--- config.mk ---
export PLATFORM = sky130hd
export DESIGN_NAME = hex_scan_display
export DESIGN_NICKNAME = d
export VERILOG_FILES = /design/src/rtl/hex_display_pkg.sv /design/src/rtl/hex_to_seg.sv /design/src/rtl/hex_scan_display.sv
export SDC_FILE = /design/constraint.sdc
export NUM_CORES = 1
export LEC_CHECK = 0
export CORE_MARGIN = 2
export CORE_UTILIZATION = 55
export DETAILED_ROUTE_END_ITERATION = 16
export GPL_TIMING_DRIVEN = 0
export MAX_ROUTING_LAYER = met4
export PLACE_DENSITY = 0.79
export SLEW_MARGIN = 20
export SYNTH_ARGS = -nofsm -noshare
export SYNTH_HDL_FRONTEND = slang
export SYNTH_SLANG_ARGS = --single-unit
export TNS_END_PERCENT = 30
--- constraint.sdc ---
create_clock -name clk -period 2.4 [get_ports clk]
set_input_delay 0.72 -clock clk [delete_from_list [all_inputs] [get_ports clk]]
set_output_delay 0.72 -clock clk [all_outputs]
set_load 0.1 [all_outputs]
--- src/rtl/hex_display_pkg.sv ---
// Shared constants for the hex seven-segment scan driver.
// Segment patterns are gfedcba, active-high; drivers invert them.
package hex_display_pkg;

   localparam logic [6:0] SEG_BLANK = 7'h7F;

   localparam logic [6:0] HEX_PAT [16] = '{
      7'h3F, 7'h06, 7'h5B, 7'h4F, 7'h66, 7'h6D, 7'h7D, 7'h07,
      7'h7F, 7'h6F, 7'h77, 7'h7C, 7'h39, 7'h5E, 7'h79, 7'h71
   };

   // Fewest hex digits able to show a value of the given bit width.
   function automatic int unsigned min_digits(input int unsigned width);
      return (width + 3) / 4;
   endfunction

endpackage

--- src/rtl/hex_to_seg.sv ---
// Combinational hex nibble to active-low seven-segment decoder.
module hex_to_seg
   import hex_display_pkg::*;
(
   input  logic [3:0] nib,
   output logic [6:0] seg
);

   assign seg = ~HEX_PAT[nib];

endmodule

--- src/rtl/hex_scan_display.sv ---
// Time-multiplexed hex display driver: divider, digit scan, frame-aligned commit of
// loaded values, leading-zero blanking and registered active-low outputs.
module hex_scan_display
   import hex_display_pkg::*;
#(
   parameter int unsigned WIDTH       = 7,
   parameter int unsigned DIGITS      = 2,
   parameter int unsigned REFRESH_DIV = 100000,
   parameter int unsigned BLANK_LZ    = 1
) (
   input  logic              clk,
   input  logic              rst,
   input  logic              load,
   input  logic [WIDTH-1:0]  value,
   input  logic              blank,
   output logic [DIGITS-1:0] an,
   output logic [6:0]        seg,
   output logic              frame
);

   localparam int unsigned CW = $clog2(REFRESH_DIV);
   localparam int unsigned IW = (DIGITS > 1) ? $clog2(DIGITS) : 1;
   localparam int unsigned DW = DIGITS * 4;

   if (DIGITS < min_digits(WIDTH) || REFRESH_DIV < 2) begin : g_param_check
      $error("hex_scan_display: DIGITS too small for WIDTH or REFRESH_DIV < 2");
   end

   logic [CW-1:0]     cnt_q, cnt_d;
   logic [IW-1:0]     idx_q, idx_d;
   logic [WIDTH-1:0]  disp_q, disp_d;
   logic [WIDTH-1:0]  pend_q, pend_d;
   logic              pending_q, pending_d;
   logic              tc, wrap;

   logic [DW-1:0]     disp_ext, upper;
   logic [6:0]        nib_seg;
   logic              lz_blank;
   logic [DIGITS-1:0] an_d;
   logic [6:0]        seg_d;

   // Divider, scan index and frame-aligned commit of the pending value.
   always_comb begin
      tc        = (cnt_q == CW'(REFRESH_DIV - 1));
      wrap      = tc && (idx_q == IW'(DIGITS - 1));
      cnt_d     = tc ? '0 : cnt_q + CW'(1);
      idx_d     = idx_q;
      disp_d    = disp_q;
      pend_d    = pend_q;
      pending_d = pending_q;
      if (tc) begin
         idx_d = wrap ? '0 : idx_q + IW'(1);
      end
      if (wrap) begin
         pending_d = 1'b0;
         if (load) begin
            disp_d = value;
         end else if (pending_q) begin
            disp_d = pend_q;
         end
      end else if (load) begin
         pend_d    = value;
         pending_d = 1'b1;
      end
   end

   assign disp_ext = DW'(disp_q);
   // Nibbles at and above the current digit; all zero means a leading zero.
   assign upper    = disp_ext >> {idx_q, 2'b00};
   assign lz_blank = (BLANK_LZ != 0) && (idx_q != '0) && (upper == '0);

   hex_to_seg u_hex_to_seg (
      .nib (upper[3:0]),
      .seg (nib_seg)
   );

   always_comb begin
      an_d  = '1;
      seg_d = SEG_BLANK;
      if (!blank && !lz_blank) begin
         an_d[idx_q] = 1'b0;
         seg_d       = nib_seg;
      end
   end

   always_ff @(posedge clk or posedge rst) begin
      if (rst) begin
         cnt_q     <= '0;
         idx_q     <= '0;
         disp_q    <= '0;
         pend_q    <= '0;
         pending_q <= 1'b0;
         an        <= '1;
         seg       <= SEG_BLANK;
         frame     <= 1'b0;
      end else begin
         cnt_q     <= cnt_d;
         idx_q     <= idx_d;
         disp_q    <= disp_d;
         pend_q    <= pend_d;
         pending_q <= pending_d;
         an        <= an_d;
         seg       <= seg_d;
         frame     <= wrap;
      end
   end

endmodule

=== Word level (Yosys, flattened, before mapping) ===
Memory sizes are Yosys's and may differ from the RTL's.
Index checks and enable logic that the tools add are counted.

* Memories: 1
* Word-level logic and storage cells: 43
* Register bits: 43
* Memory bits (read-only): 112

{| class="wikitable"
|+ Memory list
! memory !! depth !! bits a word !! rd ports !! clocked after memory_dff !! wr ports !! RTL line !! source
|-
| (no name shown) || 16 || 7 || 1 || 0 || 0 || hex_to_seg.sv:9 || <nowiki>assign seg = ~HEX_PAT[nib];</nowiki>
|}

* Magnitude comparators: 3
* Bitwise logic cells: 4
* Equality and inequality tests: 1
* Shift operators: 1
* Add/subtract/negate cells: 2
* Muxes and demuxes: 12
* Reductions and logical operators: 11

{| class="wikitable"
|+ Operator list
! operator !! count
|-
| 7-bit two-way mux || 5
|-
| 17-bit by 1-bit adder with 17-bit output (second input constant) || 1
|-
| 17-bit equality test (second input constant) || 1
|-
| 17-bit two-way mux || 1
|-
| 8-bit logical NOT || 1
|-
| 7-bit by 3-bit right shift with 8-bit output || 1
|-
| 7-bit NOT || 1
|-
| 5-bit >= comparator (second input constant) || 1
|-
| 4-bit NOT with 5-bit output || 1
|-
| 1-bit logical AND || 4
|-
| 1-bit two-way mux || 4
|-
| 2-bit AND reduction || 2
|-
| 2-bit nonzero test || 2
|-
| 1-bit logical NOT || 2
|-
| 1-bit by 2-bit < comparator with 1-bit output (second input constant) || 1
|-
| 2-bit two-way mux || 1
|-
| 2-bit NOT || 1
|-
| 1-bit adder (second input constant) || 1
|-
| 1-bit demux with 1-bit select || 1
|-
| 1-bit >= comparator (second input constant) || 1
|-
| 1-bit NOT || 1
|}

=== Logic depth before layout (Yosys ltp) ===
Gate-level depths: netlist (run 1).

* Depth in word-level cells: 7
* Gate-level depth with buffers: 7

=== Modules after synthesis ===
Synthesis (run 1) repeated with hierarchy kept, for this count alone.

* Cell total of the unflattened synthesis: 195
* Area, all modules: 2,189.6 um2

{| class="wikitable"
|+ By module, submodules not included
! module !! area each (um2) !! cells an instance !! seq. area each (um2) !! times used
|-
| hex_scan_display || 1,936.9 || 164 || 1,087.3 || 1
|-
| hex_to_seg || 252.7 || 31 || 0.0 || 1
|}

=== Least setup slack after synthesis (run 1) ===
OpenSTA, ideal clock, no wires.

* Path type: register to register
* Start: register idx_q
* End: register seg[3]
* Period minus slack after synthesis: 1,941 ps
* Data required time: 2,306 ps
* Buffers on the path: 1
* Data arrival time: 1,847 ps
* Stages on the path, launching flop included: 7
* Slack: 459 ps
* Path through: dfrtp_1 buf_4 mux2i_1 inv_1 ha_1 mux4_2 nand2b_1

* Word-level cells in the longest chain between the ends: 7
* Elaborated cells on any way between the ends: 11

{| class="wikitable"
|+ Ends and longest elaborated chain
! what !! RTL line !! source
|-
| start: declaration || hex_scan_display.sv:30 || <nowiki>logic [IW-1:0] idx_q, idx_d;</nowiki>
|-
| start signal: assignment || hex_scan_display.sv:98 || <nowiki>idx_q <= idx_d;</nowiki>
|-
| 7-bit by 3-bit right shift with 8-bit output || hex_scan_display.sv:69 || <nowiki>assign upper = disp_ext >> {idx_q, 2'b00};</nowiki>
|-
| 4-bit NOT with 5-bit output (implied by the code) || hex_to_seg.sv:9 ||
|-
| memory read 16 x 7 bit || n/a ||
|-
| 7-bit two-way mux (implied by the code) (2 in series) || hex_to_seg.sv:9 ||
|-
| 7-bit NOT || hex_to_seg.sv:9 ||
|-
| 7-bit two-way mux (*) || hex_scan_display.sv:80 || <nowiki>if (!blank && !lz_blank) begin</nowiki>
|-
| via seg_d[3] || hex_scan_display.sv:40 || <nowiki>logic [6:0] seg_d;</nowiki>
|-
| end signal: assignment || hex_scan_display.sv:103 || <nowiki>seg <= seg_d;</nowiki>
|-
| end: declaration || hex_scan_display.sv:17 || <nowiki>output logic [6:0] seg,</nowiki>
|}

Mark *: on every way through the listed nets, which the timed path passes. The rest lies on a longest branch. The select of a mux whose other input is x is not followed.
A chain may end at the register's enable or synchronous reset.

=== Final worst setup path (run 1) ===
* Start: register an[1]
* End: output an[1]

{| class="wikitable"
|+ RTL lines
! what !! RTL line !! source
|-
| start: declaration || hex_scan_display.sv:16 || <nowiki>output logic [DIGITS-1:0] an,</nowiki>
|-
| start signal: assignment || hex_scan_display.sv:102 || <nowiki>an <= an_d;</nowiki>
|}

No word-level cell between the ends.

==> results of run 1 <==
## kinds of logic (layout without fill, tap and decap cells)
group	count (synthesis)	count (layout)
buffers and inverters	17	46
adder cells (fa/ha/maj)	7	7
AND/OR/NAND/NOR	68	68
XOR/XNOR	16	16
flip-flops	43	43
multiplexers	12	12
AO/OA/AOI/OAI	28	28
## worst max-delay path by stage
| stage | startpoint | endpoint | slack (ns) |
|---|---|---|---|
| 3_3_place_gp | rst | pend_q[0] | -0.09 |
| 3_5_place_dp | seg[3] | seg[3] | 0.06 |
| 5_1_grt | seg[4] | seg[4] | 0.002 |
| 6_report | an[1] | an[1] | 0.04 |
| 2_1_floorplan | idx_q | seg[3] | 0.46 |
| 4_1_cts | seg[2] | seg[2] | 0.002 |
## cell type report
type | instances | area [sq um]
plain buffers | 4 | 20.0
clock buffers | 5 | 68.8
clock inverters | 3 | 67.6
fillers | 286 | 1170
inverters | 13 | 48.8
multi-input cells | 131 | 963
flip-flops and latches | 43 | 1090
well taps | 48 | 60.1
repair buffers | 21 | 204
## state kept, by name, indices dropped and copies added (netlist names)
name       count
pend_q         7
frame          1
pending_q      1
disp_q         7
seg            7
cnt_q         17
an             2
idx_q          1
## timing repair
item / CTS / global route
setup buffers: 0 / 0
endpoints found under the setup margin: 10 / 7
gates resized for setup: 14 / 8
## power groups by stage
stage / Combinational [mW] / Sequential, mW / Clock, mW
floorplan: 0.0781 / 0.863 / 0
global placement: 0.207 / 0.784 / 0
detailed placement: 0.218 / 0.786 / 0
CTS: 0.212 / 0.772 / 0.678
global route: 0.226 / 0.776 / 0.710
finish: 0.211 / 0.772 / 0.665
## cell usage in the layout, fill, tap and decap left out, types with 3 or more instances in the layout
master | Yosys | routed
mux2i_1 | 3 | 3
nor3_1 | 6 | 6
clkdlybuf4s15_1 | 0 | 6
dfrtp_1 | 34 | 34
nand4_1 | 7 | 7
o21ai_0 | 7 | 7
xnor2_1 | 10 | 10
a2bb2oi_1 | 7 | 7
nand2_1 | 13 | 13
nor2b_1 | 3 | 3
nand3_1 | 12 | 12
clkbuf_8 | 0 | 5
dfstp_2 | 9 | 9
nor2_1 | 13 | 13
mux2_2 | 8 | 8
inv_1 | 13 | 12
xor2_1 | 6 | 6
clkdlybuf4s50_1 | 0 | 10
o211ai_1 | 3 | 3
clkbuf_2 | 1 | 4
ha_1 | 7 | 7
o22ai_1 | 3 | 3
## layer usage
metal,vias up,routed length [um],global-route usage (%)
met3,12,226,7.33
met5,-,0,-
li1,732,-,-
met2,48,1980,34.0
met1,771,1690,25.6
met4,0,104,9.69
## stage by stage
stage	instances	utilization [%]	TNS [ns]	setup slack, ns
floorplan	191	-	0	0.459
detailed placement	260	65.1	0	0.0571
global route	268	68.3	0	0.00210
CTS	268	68.6	0	0.00156
global placement	259	64.5	-2.97	-0.0892
finish	268	68.3	0	0.0408
==> metrics.yaml, run 1 <==
outcome: "finished clean"
ys_types: 39
async_reset_ff_share_pct: 100
routed_wl_mm: 4.00
ff2ff_path_depth: 6
rrSetupSlack_ns: 0.21
globalRoute.totalOverflow: 0
area_growth_pct: 18.9
cp.buffers_inverters: 1
path_depth: 1
rsz0062_at_grt: "false"
synth_area_leaders: "dfrtp_1 (40%), dfstp_2 (11%), mux2_2 (4.3%), ha_1 (4.1%), xnor2_1 (4.1%)"
min_period_ns: 2.36
vias: 1563
boundaryPins: 21
cp-start-kind: "flop"
synth_area_sq_um: 2120
p_switching_mw: 0.407
antenna_left: 0
core_sq_um: 3690
clockRootBuffer: "clkbuf_8"
critical-path-top-delay-family: "buffers and inverters"
synth_top_area_share_pct: 40.1
grt_pass1_vias: 1536
grt_max_degree: 34
end_kind: "primary output"
antenna_found_initial: 0
rows: 22
grt_pass1_wl_mm: 6.86
ys_seq_area_share_pct: 51.3
timing.rr.end: "seg[3]"
combPwrFrac_pct: 12.8
cap_violations: 0
power.internal_mw: 1.24
dpl_cell_area_sq_um: 2400
worst-path-max-fanout: 1
drive_above_1_share_pct: 19.5
die_x_um: 66.1
synth_area_per_cell_sq_um: 11.1
finalHoldViolCount: 0
synthMuxAreaShare_pct: 6.73
fin_total_pwr_mw: 1.65
synth_xor_area_share_pct: 6.61
fmax_ghz: 0.424
final_cell_area_sq_um: 2520
slowest_delay_ns: 0.81
slowest_stage: "clkdlybuf4s15_1"
h-tree-depth: 2
powerDensity_nw_per_um2: 654
hold_depth: 1
cts_tree: "built"
clock_path_buffers: 2
antenna_cells: 0
hold_path_end: "pend_q[1]"
fin_crit_sh_pct: 98.3
worst_ep_arrival_time_ns: 1.64
pwr-share-clk_pct: 40.3
synth_compound_area_share_pct: 9.68
synth_top_area_cell: "dfrtp_1"
postCtsHoldBufs: 0
drv_slew: 0
synth_edf_count: 0
syn_inst: 191
routedWlPerCell_um: 14.9
dieArea_sq_um: 4370
ir_drop_uv: 447
viasPerCell: 5.83
synth_ff_type: "dfrtp_1"
nNetsFinal: 237
clkLatencyLatePin_ns: 0.31
synth_top_family_by_area: "simple AND/OR/NAND/NOR gates"
clk_pin_slew_ns: 0.08
syn_nets: 209
p_seq_share_pct: 46.8
gp_congestion: 0.907
cp_data_required_time_ns: 1.68
r2r-start: "idx_q"
drt_iter0_markers: 140
ys_seq_elements: 43
crit_chain: "clkdlybuf4s15_1"
whs_ns: 0.512
yosys.area_share.simple_pct: 18.3
ys.warnings.count: 0
critical_path_class: "flop to primary output"
track_usage_pct: 21.8
drt_first_pass_iters: 4
drc: 0
io_buffers: 20
initial_utilization_pct: 57.5
worst_hold_startpoint: "pend_q[1]"
relSlewSlack_pct: 36.8
ys_top_cells_by_count: "dfrtp_1 (34), inv_1 (13), nand2_1 (13), nor2_1 (13), nand3_1 (12)"
p_sw_share_pct: 24.7
hold_class: "flop to flop"
die-height_um: 66.1
synth_fa_ha_area_share_pct: 4.13
cts.sinks: 43
power.leakage_nw: 1.08
dp_hpwl_mm: 2.94
worst_pin_slew_ns: 0.952
numCtsBuffers: 5
clock_skew_ns: 0.00838
finalSetupViolCount: 0
synth.most_common_cell: "dfrtp_1"
Note: power is estimated with default switching activity, not from simulation.
==> run 2, diff against run 1 <==
- GPL_TIMING_DRIVEN: 0 -> not set
- PLACE_DENSITY: 0.79 -> 0.82
==> run 2 against run 1 <==
  * Worst setup slack better by 0.31 ns
  * Die area stayed put
  * Maximum frequency grew 15%
  * First-iteration DRC count shrank 70%
  * Sequential cell count did not move
  * Routed wire length decreased by 12%
  * Via count down 5.4%
  * Hold slack got worse by 0.0059 ns
  * Cell count shrank 0.75%
  * Clock power fell by 36%
  * Sequential share of layout area increased by 1.2 points
  * Register-to-register slack gained 0.14 ns
  * Largest cell class unchanged
  * Highest routed layer unchanged
==> metrics.yaml, run 2 (synthesis gave the netlist of run 1 again) <==
min_period_ns: 2.05
pwr-share-clk_pct: 30.3
clock_skew_ns: 0.00548
clock_path_buffers: 2
grt_pass1_wl_mm: 6.09
power.internal_mw: 1.03
route.met3.wl_um: 213
multi_input_area_sq_um: 963
finalSetupViolCount: 0
p_switching_mw: 0.376
dieArea_sq_um: 4370
antenna_cells: 0
relSlewSlack_pct: 61.1
fmax_ghz: 0.488
clkLatencyLatePin_ns: 0.30
tns_ns: 0
fin_crit_sh_pct: 85.3
drv_slew: 0
die_x_um: 66.1
grt_max_degree: 44
antenna_found_initial: 0
globalRoute.totalOverflow: 0
drc: 0
combPwrFrac_pct: 15.0
cp-start-kind: "flop"
powerDensity_nw_per_um2: 576
rows: 22
initial_utilization_pct: 57.5
largest_reg_flops: 17
slowest_delay_ns: 0.50
end_kind: "flop"
numCtsBuffers: 5
final_common_cell: "dfrtp_1"
ir_drop_uv: 350
worst_ep_arrival_time_ns: 2.25
p_seq_share_pct: 54.7
drive_above_1_share_pct: 21.6
largest_register: "cnt_q"
track_usage_pct: 19.2
worst_hold_startpoint: "pend_q[0]"
slowest_stage: "mux2i_1"
seq_area_sq_um: 1090
clockRootBuffer: "clkbuf_8"
io_buffers: 20
fillers: 286
worst_pin_slew_ns: 0.581
rsz0062_at_grt: "false"
crit_chain: "mux2i_1 -> inv_1 -> ha_1 -> mux4_2 -> nand2b_1"
drt_first_pass_iters: 5
dp_hpwl_mm: 2.55
grt_pass1_vias: 1400
cap_violations: 0
routed_wl_mm: 3.50
routedWlPerCell_um: 13.2
worst-path-max-fanout: 7
vias: 1479
area_growth_pct: 15.6
nNetsFinal: 235
critical_path_class: "flop to flop"
crit_path_start: "idx_q"
boundaryPins: 21
hold_class: "flop to flop"
h-tree-depth: 2
cts_tree: "built"
cts.sinks: 43
outcome: "finished clean"
clk_pin_slew_ns: 0.07
core_sq_um: 3690
power.leakage_nw: 1.05
r2r-start: "idx_q"
die-height_um: 66.1
post_cts.repair.setup_buffers: 0
highest_layer: "met4"
cp_data_required_time_ns: 2.61
antenna_left: 0
ctsResizeCount: 0
final_cell_mix: "dfrtp_1 (34), inv_1 (13), nor2_1 (13), nand2_1 (13)"
p_sw_share_pct: 26.7
postCtsHoldBufs: 0
route.met2.wl_mm: 1.56
viasPerCell: 5.56
fin_total_pwr_mw: 1.41
drt_iter0_markers: 42
drt-met1-wl_mm: 1.62
gp_congestion: 0.960
finalHoldViolCount: 0
[run 2: changes by cell type in the layout (fill, tap and decap cells not counted)]
cell and change:
inv_2 -1, clkdlybuf4s15_1 -6, bufinv_16 -2, clkinvlp_4 -1
buf_4 +11, clkinv_2 +1, clkbuf_2 -4, dlygate4sd2_1 -1
inv_1 +1
[run 2: cell type report]
| cell class | instances | area share [%] |
|---|---|---|
| Tap cell | 48 | 2.45 |
| Clock inverter | 1 | 0.204 |
| Clock buffer | 7 | 3.11 |
| Inverter | 13 | 1.99 |
| Multi-Input combinational cell | 131 | 39.3 |
| Sequential cell | 43 | 44.4 |
| Timing Repair Buffer | 23 | 8.58 |
[run 2: per-stage QoR]
step | hold WS [ns] | std cells | utilization, % | area [sq um] | worst slack (ns)
6_report | 0.506 | 266 | 66.5 | 2450 | 0.352
5_1_grt | 0.528 | 266 | 66.5 | 2450 | 0.187
4_1_cts | 0.510 | 266 | 66.5 | 2450 | 0.325
3_5_place_dp | 0.493 | 258 | 64.2 | 2370 | 0.337
3_3_place_gp | 0.488 | 258 | 64.2 | 2370 | 0.465
2_1_floorplan | 0.475 | 191 | - | 2120 | 0.459
[run 2: power groups by stage]
stage | Sequential (mW) | Combinational [mW] | Clock (mW)
after global routing | 0.775 | 0.228 | 0.465
after floorplan | 0.863 | 0.0781 | 0
after detailed placement | 0.785 | 0.212 | 0
after CTS | 0.771 | 0.213 | 0.444
final | 0.772 | 0.212 | 0.427
after global placement | 0.785 | 0.209 | 0
[run 2: critical path, delay by kind of cell (launching register included)]
family / cells / cell delay [ns]
multiplexers: 2 / 0.99
flip-flops: 1 / 0.39
adder cells (fa/ha/maj): 1 / 0.26
buffers and inverters: 1 / 0.16
AND/OR/NAND/NOR: 1 / 0.15
[run 2: worst paths after layout]
path / end / slack, ns / cells after the start
worst max register to register: seg[3] / 0.35 / 5
worst min register to register: pend_q[0] / 0.51 / 1
worst max-delay path: seg[3] / 0.35 / 5
max in group asynchronous: seg[1] / 1.36 / 3
min in group asynchronous: cnt_q[8] / 0.78 / 3
worst min-delay path: pend_q[0] / 0.51 / 1
[run 2: layer usage]
metal  global-route usage (%)  up-vias
li1                         -      728
met4                     10.7        0
met3                     5.96       12
met1                     24.0      686
met5                        -        -
met2                     28.0       53
==> run 3, diff against run 2 <==
- CORE_UTILIZATION: 55 -> 56
- PLACE_DENSITY: 0.82 -> 0.84
==> run 3 against run 2 <==
  * Combinational power about the same
  * Critical path type unchanged
  * Total power increased by 11%
  * Worst setup slack improved by 0.050 ns
  * Clock skew shrank 0.0016 ns
  * Global-route usage increased by 2.6 points
  * Cell area up 1.5%
  * Largest power group unchanged
  * Sequential share of layout area fell by 0.65 points
  * Register-to-register slack gained 0.05 ns
  * Routed wire length up 8.2%
  * Sequential cell count unchanged
==> metrics.yaml, run 3 (synthesis gave the netlist of run 1 again) <==
grtUsageMet1_pct: 27.5
final_common_cell: "dfrtp_1"
boundaryPins: 21
rsz0062_at_grt: "false"
drv_slew: 0
finalHoldViolCount: 0
cts_tree: "built"
clkLatencyLatePin_ns: 0.30
rows: 22
drt_first_pass_iters: 6
initial_utilization_pct: 57.9
clk_pin_slew_ns: 0.08
antenna_cells: 0
track_usage_pct: 21.9
hold_depth: 1
finalSetupViolCount: 0
cts.sinks: 43
fin_crit_sh_pct: 83.3
h-tree-depth: 2
routedWlPerCell_um: 14.2
cp_data_required_time_ns: 2.61
area_growth_pct: 17.4
gr-usage-met2_pct: 34.3
worst-path-max-fanout: 7
clock_path_buffers: 2
clock_skew_ns: 0.00392
viasPerCell: 5.62
cp-start-kind: "flop"
whs_ns: 0.512
tns_ns: 0
powerDensity_nw_per_um2: 629
min_period_ns: 2.00
numCtsBuffers: 5
critical_path_class: "flop to flop"
use_met3_pct: 5.65
grt_pass1_wl_mm: 6.88
clockRootBuffer: "clkbuf_8"
routed_wl_mm: 3.79
end_kind: "flop"
postCtsHoldBufs: 0
final_cell_mix: "dfrtp_1 (34), inv_1 (13), nor2_1 (13), nand2_1 (13)"
die_x_um: 65.5
post_cts.repair.setup_buffers: 0
fillers: 281
dieArea_sq_um: 4290
vias: 1496
ff2ff_path_depth: 5
worst_ep_arrival_time_ns: 2.21
ir_drop_uv: 338
fin_total_pwr_mw: 1.56
drc: 0
largest_register: "cnt_q"
cap_violations: 0
antenna_left: 0
hold_class: "flop to flop"
core_sq_um: 3660
ctsResizeCount: 0
gp_congestion: 0.933
grt_pass1_vias: 1487
die-height_um: 65.5
top_usage_layer: "met2"
antenna_found_initial: 0
grt_max_degree: 44
nNetsFinal: 235
relSlewSlack_pct: 60.6
power.leakage_nw: 1.07
largest_reg_flops: 17
drive_above_1_share_pct: 22.5
drt_iter0_markers: 103
globalRoute.totalOverflow: 0
dp_hpwl_mm: 2.60
outcome: "finished clean"
io_buffers: 20
fmax_ghz: 0.500
worst_pin_slew_ns: 0.588
==> run 3: changes by cell type in the layout (fill, tap and decap cells not counted), sizes merged <==
cell    change
bufinv      +1
clkbuf      -1
==> run 3: path summary, 6_finish.rpt <==
kind | from | end | slack [ns]
max | idx_q | seg[3] | 0.40
min | pend_q[1] | pend_q[1] | 0.51
max reg2reg | idx_q | seg[3] | 0.40
min reg2reg | pend_q[1] | pend_q[1] | 0.51
max in group asynchronous | rst | seg[0] | 1.37
min in group asynchronous | rst | cnt_q[8] | 0.78
==> run 3: final cells by class <==
cell class / instances / area [sq um] / share of cell area [%]
sequential: 43 / 1090 / 43.7
multi-input combinational: 131 / 963 / 38.7
timing repair buffer: 23 / 210 / 8.45
clock buffer: 6 / 82.6 / 3.32
tap: 48 / 60.1 / 2.41
inverter: 13 / 48.8 / 1.96
clock inverter: 2 / 35.0 / 1.41
==> run 3: stage by stage <==
step,instance area [sq um],std cells,util [%],worst slack [ns]
detailed placement,2370,258,64.7,0.399
global placement,2370,258,64.7,0.452
global route,2490,266,67.9,0.247
finish,2490,266,67.9,0.402
floorplan,2120,191,-,0.459
CTS,2490,266,67.9,0.396
==> run 3: where the power goes <==
| group | leakage [nW] | switching (mW) | internal [mW] |
|---|---|---|---|
| clock network | 0.0612 | 0.242 | 0.336 |
| registers | 0.518 | 0.0126 | 0.760 |
| logic | 0.495 | 0.142 | 0.0712 |
==> run 3: layer usage <==
metal	vias to the layer above	part of all wire, %
met4	0	1.8
met5	-	0
met1	710	45
li1	728	-
met2	49	48
met3	9	4.6
==> run 3: worst max-delay path: stages (launching register included) <==
cell and delay, ns:
dfrtp_1 0.40, mux2i_1 0.48, inv_1 0.15, ha_1 0.26, mux4_2 0.47, nand2b_1 0.15
